===== src/rtl/alu_multi_byte.sv =====
// alu_multi_byte: multi-cycle accumulator ALU that walks BYTES 8-bit slices,
// LSB first, chaining carry/borrow and producing {Z,N,H,C} flags at the end.
module alu_multi_byte #(
    parameter int unsigned BYTES = 2
) (
    input  logic                 i_Clk,
    input  logic                 i_Rst_n,
    input  logic                 i_Enable,
    input  logic                 i_Start,
    input  logic [2:0]           i_Op,
    input  logic [8*BYTES-1:0]   i_A,
    input  logic [8*BYTES-1:0]   i_B,
    input  logic                 i_Flags_Load,
    input  logic [3:0]           i_Flags_Data,
    output logic                 o_Busy,
    output logic                 o_Done,
    output logic [8*BYTES-1:0]   o_Result,
    output logic [3:0]           o_Flags
);

    localparam int unsigned WIDTH  = 8 * BYTES;
    localparam int unsigned CNT_W  = (BYTES > 1) ? $clog2(BYTES) : 1;
    localparam int unsigned BASE_W = CNT_W + 3;
    localparam logic [CNT_W-1:0] LAST_BYTE = CNT_W'(BYTES - 1);

    localparam logic [2:0] OP_ADD = 3'd0;
    localparam logic [2:0] OP_ADC = 3'd1;
    localparam logic [2:0] OP_SUB = 3'd2;
    localparam logic [2:0] OP_SBC = 3'd3;
    localparam logic [2:0] OP_AND = 3'd4;
    localparam logic [2:0] OP_XOR = 3'd5;
    localparam logic [2:0] OP_OR  = 3'd6;
    localparam logic [2:0] OP_CP  = 3'd7;

    typedef enum logic {
        IDLE = 1'b0,
        RUN  = 1'b1
    } state_t;

    state_t             state_q;
    state_t             state_n;
    logic               accept_c;
    logic               last_c;

    logic [2:0]         op_q;
    logic [WIDTH-1:0]   a_q;
    logic [WIDTH-1:0]   b_q;
    logic [WIDTH-1:0]   shadow_q;
    logic [CNT_W-1:0]   cnt_q;
    logic               carry_q;
    logic [7:0]         zacc_q;

    logic               flag_c_c;
    logic               cin_c;
    logic [BASE_W-1:0]  base_c;
    logic [7:0]         a_byte_c;
    logic [7:0]         b_byte_c;
    logic [8:0]         sum9_c;
    logic [8:0]         dif9_c;
    logic [4:0]         sum5_c;
    logic [4:0]         dif5_c;
    logic [7:0]         r_byte_c;
    logic               cout_c;
    logic               half_c;
    logic               is_sub_c;
    logic               zero_c;
    logic [WIDTH-1:0]   shadow_n_c;

    // Carry-in chosen at accept: a same-cycle flag load supplies C directly.
    always_comb begin
        flag_c_c = i_Flags_Load ? i_Flags_Data[0] : o_Flags[0];
        cin_c    = ((i_Op == OP_ADC) || (i_Op == OP_SBC)) ? flag_c_c : 1'b0;
    end

    // Current byte slice: add/subtract/logic with chained carry.
    always_comb begin
        base_c     = {cnt_q, 3'b000};
        a_byte_c   = 8'(a_q >> base_c);
        b_byte_c   = 8'(b_q >> base_c);
        sum9_c     = {1'b0, a_byte_c} + {1'b0, b_byte_c} + 9'(carry_q);
        dif9_c     = {1'b0, a_byte_c} - {1'b0, b_byte_c} - 9'(carry_q);
        sum5_c     = {1'b0, a_byte_c[3:0]} + {1'b0, b_byte_c[3:0]} + 5'(carry_q);
        dif5_c     = {1'b0, a_byte_c[3:0]} - {1'b0, b_byte_c[3:0]} - 5'(carry_q);
        r_byte_c   = 8'h00;
        cout_c     = 1'b0;
        half_c     = 1'b0;
        is_sub_c   = 1'b0;
        case (op_q)
            OP_ADD, OP_ADC: begin
                r_byte_c = sum9_c[7:0];
                cout_c   = sum9_c[8];
                half_c   = sum5_c[4];
            end
            OP_SUB, OP_SBC, OP_CP: begin
                r_byte_c = dif9_c[7:0];
                cout_c   = dif9_c[8];
                half_c   = dif5_c[4];
                is_sub_c = 1'b1;
            end
            OP_AND: begin
                r_byte_c = a_byte_c & b_byte_c;
                half_c   = 1'b1;
            end
            OP_XOR:  r_byte_c = a_byte_c ^ b_byte_c;
            OP_OR:   r_byte_c = a_byte_c | b_byte_c;
            default: r_byte_c = 8'h00;
        endcase
        zero_c     = ~|(zacc_q | r_byte_c);
        shadow_n_c = (shadow_q & ~(WIDTH'(8'hFF) << base_c)) | (WIDTH'(r_byte_c) << base_c);
    end

    // State register.
    always_ff @(posedge i_Clk) begin
        if (!i_Rst_n) begin
            state_q <= IDLE;
        end else begin
            state_q <= state_n;
        end
    end

    // Next-state and handshake decode.
    always_comb begin
        state_n  = state_q;
        accept_c = 1'b0;
        last_c   = 1'b0;
        case (state_q)
            IDLE: begin
                if (i_Enable && i_Start) begin
                    accept_c = 1'b1;
                    state_n  = RUN;
                end
            end
            RUN: begin
                if (i_Enable && (cnt_q == LAST_BYTE)) begin
                    last_c  = 1'b1;
                    state_n = IDLE;
                end
            end
            default: state_n = IDLE;
        endcase
    end

    // Operand latch, byte iteration, commit and flag register.
    always_ff @(posedge i_Clk) begin
        if (!i_Rst_n) begin
            op_q     <= 3'd0;
            a_q      <= '0;
            b_q      <= '0;
            shadow_q <= '0;
            cnt_q    <= '0;
            carry_q  <= 1'b0;
            zacc_q   <= 8'h00;
            o_Busy   <= 1'b0;
            o_Done   <= 1'b0;
            o_Result <= '0;
            o_Flags  <= 4'h0;
        end else if (i_Enable) begin
            if (state_q == IDLE) begin
                o_Done <= 1'b0;
                if (i_Flags_Load) begin
                    o_Flags <= i_Flags_Data;
                end
                if (accept_c) begin
                    op_q    <= i_Op;
                    a_q     <= i_A;
                    b_q     <= i_B;
                    carry_q <= cin_c;
                    zacc_q  <= 8'h00;
                    cnt_q   <= '0;
                    o_Busy  <= 1'b1;
                end
            end else begin
                shadow_q <= shadow_n_c;
                zacc_q   <= zacc_q | r_byte_c;
                carry_q  <= cout_c;
                cnt_q    <= cnt_q + 1'b1;
                if (last_c) begin
                    if (op_q != OP_CP) begin
                        o_Result <= shadow_n_c;
                    end
                    o_Flags <= {zero_c, is_sub_c, half_c, cout_c};
                    o_Busy  <= 1'b0;
                    o_Done  <= 1'b1;
                    cnt_q   <= '0;
                end
            end
        end
    end

endmodule


===== config.mk =====
export PLATFORM = sky130hd
export DESIGN_NAME = alu_multi_byte
export DESIGN_NICKNAME = d
export VERILOG_FILES = /design/src/rtl/alu_multi_byte.sv
export SDC_FILE = /design/constraint.sdc
export NUM_CORES = 1
export LEC_CHECK = 0
export CAP_MARGIN = 20
export CELL_PAD_IN_SITES_DETAIL_PLACEMENT = 0
export CELL_PAD_IN_SITES_GLOBAL_PLACEMENT = 1
export CORE_MARGIN = 4
export CORE_UTILIZATION = 50
export CTS_CLUSTER_SIZE = 24
export DETAILED_ROUTE_END_ITERATION = 10
export DONT_BUFFER_PORTS = 1
export GPL_TIMING_DRIVEN = 0
export PLACE_DENSITY_LB_ADDON = 0.12
export SLEW_MARGIN = 0
export SYNTH_ARGS = -nofsm -noshare
export SYNTH_HDL_FRONTEND = slang
export SYNTH_SLANG_ARGS = --single-unit

===== constraint.sdc =====
create_clock -name i_Clk -period 10.72 [get_ports i_Clk]
set_clock_uncertainty 0.1 [all_clocks]
set_input_delay 1.608 -clock i_Clk [delete_from_list [all_inputs] [get_ports i_Clk]]
set_output_delay 1.608 -clock i_Clk [all_outputs]
set_load 0.1 [all_outputs]

==> flow_metrics.env <==
export IMPL_grt_pass1_vias=3759
export IMPL_synthTopCellsByArea="dfxtp_1 (34%), nand2_1 (9.6%), a21oi_1 (8.0%)"
export IMPL_path_class="reg -> reg"
export IMPL_drive_gt1_share_pct=7.38
export IMPL_final_common_cell="nand2_1"
export IMPL_crit_fanout=10
export IMPL_tritoncts="done"
export IMPL_nets=654
export IMPL_ctsLongestPathBuffers=2
export IMPL_via_per_inst=5.79
export IMPL_endpoint_kind="flip-flop"
export IMPL_grt_pass1_wl_um=20300
export IMPL_ys_ff_latch=76
export IMPL_die_h_um=102
export IMPL_antenna_left=0
export IMPL_synth_top_area_share_pct=34.3
export IMPL_rsz0062_at_grt="false"
export IMPL_io_buffers=0
export IMPL_ys_types=68
export IMPL_cts_setup_buffers=0
export IMPL_place_hpwl_um=9860
export IMPL_start_util_pct=51.1
export IMPL_setup_violations=0
export IMPL_htree_levels=3
export IMPL_ys_seq_area_share_pct=34.3
export IMPL_fin_setup_tns_ns=0
export IMPL_grt_max_degree=16
export IMPL_cts_hold_buf=0
export IMPL_start_kind="flip-flop"
export IMPL_drt_first_pass_iters=6
export IMPL_synth_warnings=0
export IMPL_clk_pin_slew_ns=0.09
export IMPL_hold_class="reg -> reg"
export IMPL_routed_wl_um=12900
export IMPL_synthFlopType="dfxtp_1"
export IMPL_die_w_um=102
export IMPL_place_gp_congestion=0.898
export IMPL_synth_area_leader_cell="dfxtp_1"
export IMPL_slew_headroom_pct=31.9
export IMPL_dr_total_vias=3999
export IMPL_dieArea_sq_um=10400
export IMPL_area_growth_syn_to_layout_pct=8.21
export IMPL_ctsResizeCount=0
export IMPL_fmax_mhz=230
export IMPL_core_sq_um=8680
export IMPL_p_leak_nw=1.82
export IMPL_outcome="finished clean"
export IMPL_antenna_found_initial=0
export IMPL_async_flop_share_pct=0
export IMPL_cts_sinks=76
export IMPL_cts_root_buf="clkbuf_8"
export IMPL_synth_area_sq_um=4430
export IMPL_syn_area_per_cell_sq_um=7.82
export IMPL_io_pins=66
export IMPL_post_route_period_util_pct=40.5
export IMPL_synth_edf_count=0
export IMPL_grt_ovfl_total=0
export IMPL_worstPathRequired_ns=10.92
export IMPL_final_hold_viol_count=0
export IMPL_drc=0
export IMPL_layout_common_cells="nand2_1 (113), dfxtp_1 (76), a21oi_1 (71), nor2_1 (45), inv_1 (32)"
export IMPL_syn_inst=567
export IMPL_drt_wirelength_per_cell_um=18.7
export IMPL_drt_initial_drc_count=227
export IMPL_fin_crit_ns=4.34
export IMPL_clock_latency_ns=0.35
export IMPL_tightest_slew_ns=1.02
export IMPL_grt_usage_pct=25.7
export IMPL_power_density_nw_per_um2=146
export IMPL_peakVddDrop_mv=0.0926
export IMPL_worstPathArrival_ns=4.54
export IMPL_cts_buffers=9
export IMPL_max_cap_violations=0
export IMPL_synthesis_nets=643
export IMPL_totalPowerFinal_uw=698
export IMPL_drv_slew=0
export IMPL_diodes=0
export IMPL_row_count=34
==> stage by stage <==
stage | cell area (sq um) | worst slack [ns] | hold WS [ns] | std cells | utilization (%)
finish | 4800 | 6.38 | 0.352 | 691 | 55.3
global route | 4800 | 6.06 | 0.369 | 691 | 55.3
CTS | 4800 | 6.36 | 0.358 | 691 | 55.3
detailed placement | 4570 | 6.41 | 0.342 | 675 | 52.7
global placement | 4570 | 6.41 | 0.337 | 675 | 52.7
floorplan | 4430 | 7.14 | 0.328 | 567 | -
==> layer usage <==
layer  vias up  global-route usage [%]  wire length (um)
met5         -                       0                 0
met4         0                    6.86               201
met3        18                    5.19               820
met2       131                    40.4              5930
met1      1872                    36.0              5990
li1       1978                       -                 -
==> where the power goes <==
group,internal [mW],total (mW),switching (mW)
registers,0.293,0.311,0.0182
logic,0.0464,0.131,0.0849
clock network,0.135,0.256,0.121
total,0.474,0.698,0.224
==> cells in the mapped netlist (all sizes together) (3+ instances only) <==
master,number
inv,32
nand3b,5
o21ai,25
nor3,9
mux2i,20
o21a,3
nor3b,4
a221oi,3
o32a,3
nor2b,7
a22oi,4
nand3,5
nand2b,5
nor4,4
nand2,113
a311oi,3
buf,12
a211oi,9
nor2,45
dfxtp,76
clkbuf,26
a32oi,3
a21oi,71
ha,28
fa,4
or3,3
o2111ai,4
==> registers in the layout, indices dropped and copies added, names as in the netlist <==
| signal | cells |
|---|---|
| a_q | 16 |
| b_q | 16 |
| o_Result | 16 |
| shadow_q | 8 |
| zacc_q | 8 |
| o_Flags | 4 |
| op_q | 3 |
| carry_q | 1 |
| cnt_q | 1 |
| o_Busy | 1 |
| o_Done | 1 |
| state_q | 1 |
==> critical path: stages, from the launching register on <==
cell	delay, ns
dfxtp_1	0.35
buf_2	0.28
buf_1	0.63
mux2i_1	0.46
inv_1	0.14
fa_1	0.45
inv_1	0.12
fa_1	0.44
o21a_1	0.18
o2bb2ai_1	0.28
or3b_1	0.44
nor4_2	0.22
a41o_1	0.19
==> cell families (layout without fill, tap and decap cells) <==
family | after synthesis | after routing | synth area share, %
AOI/OAI and AO/OA | 149 | 149 | 21.5
xor gates and xnor gates | 4 | 4 | 0.790
adders and majority gates | 32 | 32 | 9.71
buffers and inverters | 72 | 88 | 7.11
DFF | 76 | 76 | 34.3
muxes | 22 | 22 | 5.02
and+or+nand+nor | 212 | 212 | 21.6
==> final cells by class <==
| class | instances | area, sq um |
|---|---|---|
| plain buffers | 38 | 186 |
| clock buffers | 9 | 124 |
| clock inverters | 7 | 105 |
| fillers | 898 | 3880 |
| inverters | 34 | 129 |
| multi-input cells | 419 | 2600 |
| flip-flops and latches | 76 | 1520 |
| well taps | 108 | 135 |
==> path summary, 6_finish.rpt <==
check	start	to	slack [ns]	depth (start not counted)
max	cnt_q$_SDFFE_PN0P_	o_Flags[3]$_SDFFE_PN0P_	6.38	12
min	shadow_q[6]$_SDFFE_PN0P_	o_Result[6]$_SDFFE_PN0P_	0.35	2
max reg2reg	cnt_q$_SDFFE_PN0P_	o_Flags[3]$_SDFFE_PN0P_	6.38	12
min reg2reg	shadow_q[6]$_SDFFE_PN0P_	o_Result[6]$_SDFFE_PN0P_	0.35	2
Power figures use the tool's default switching activity.
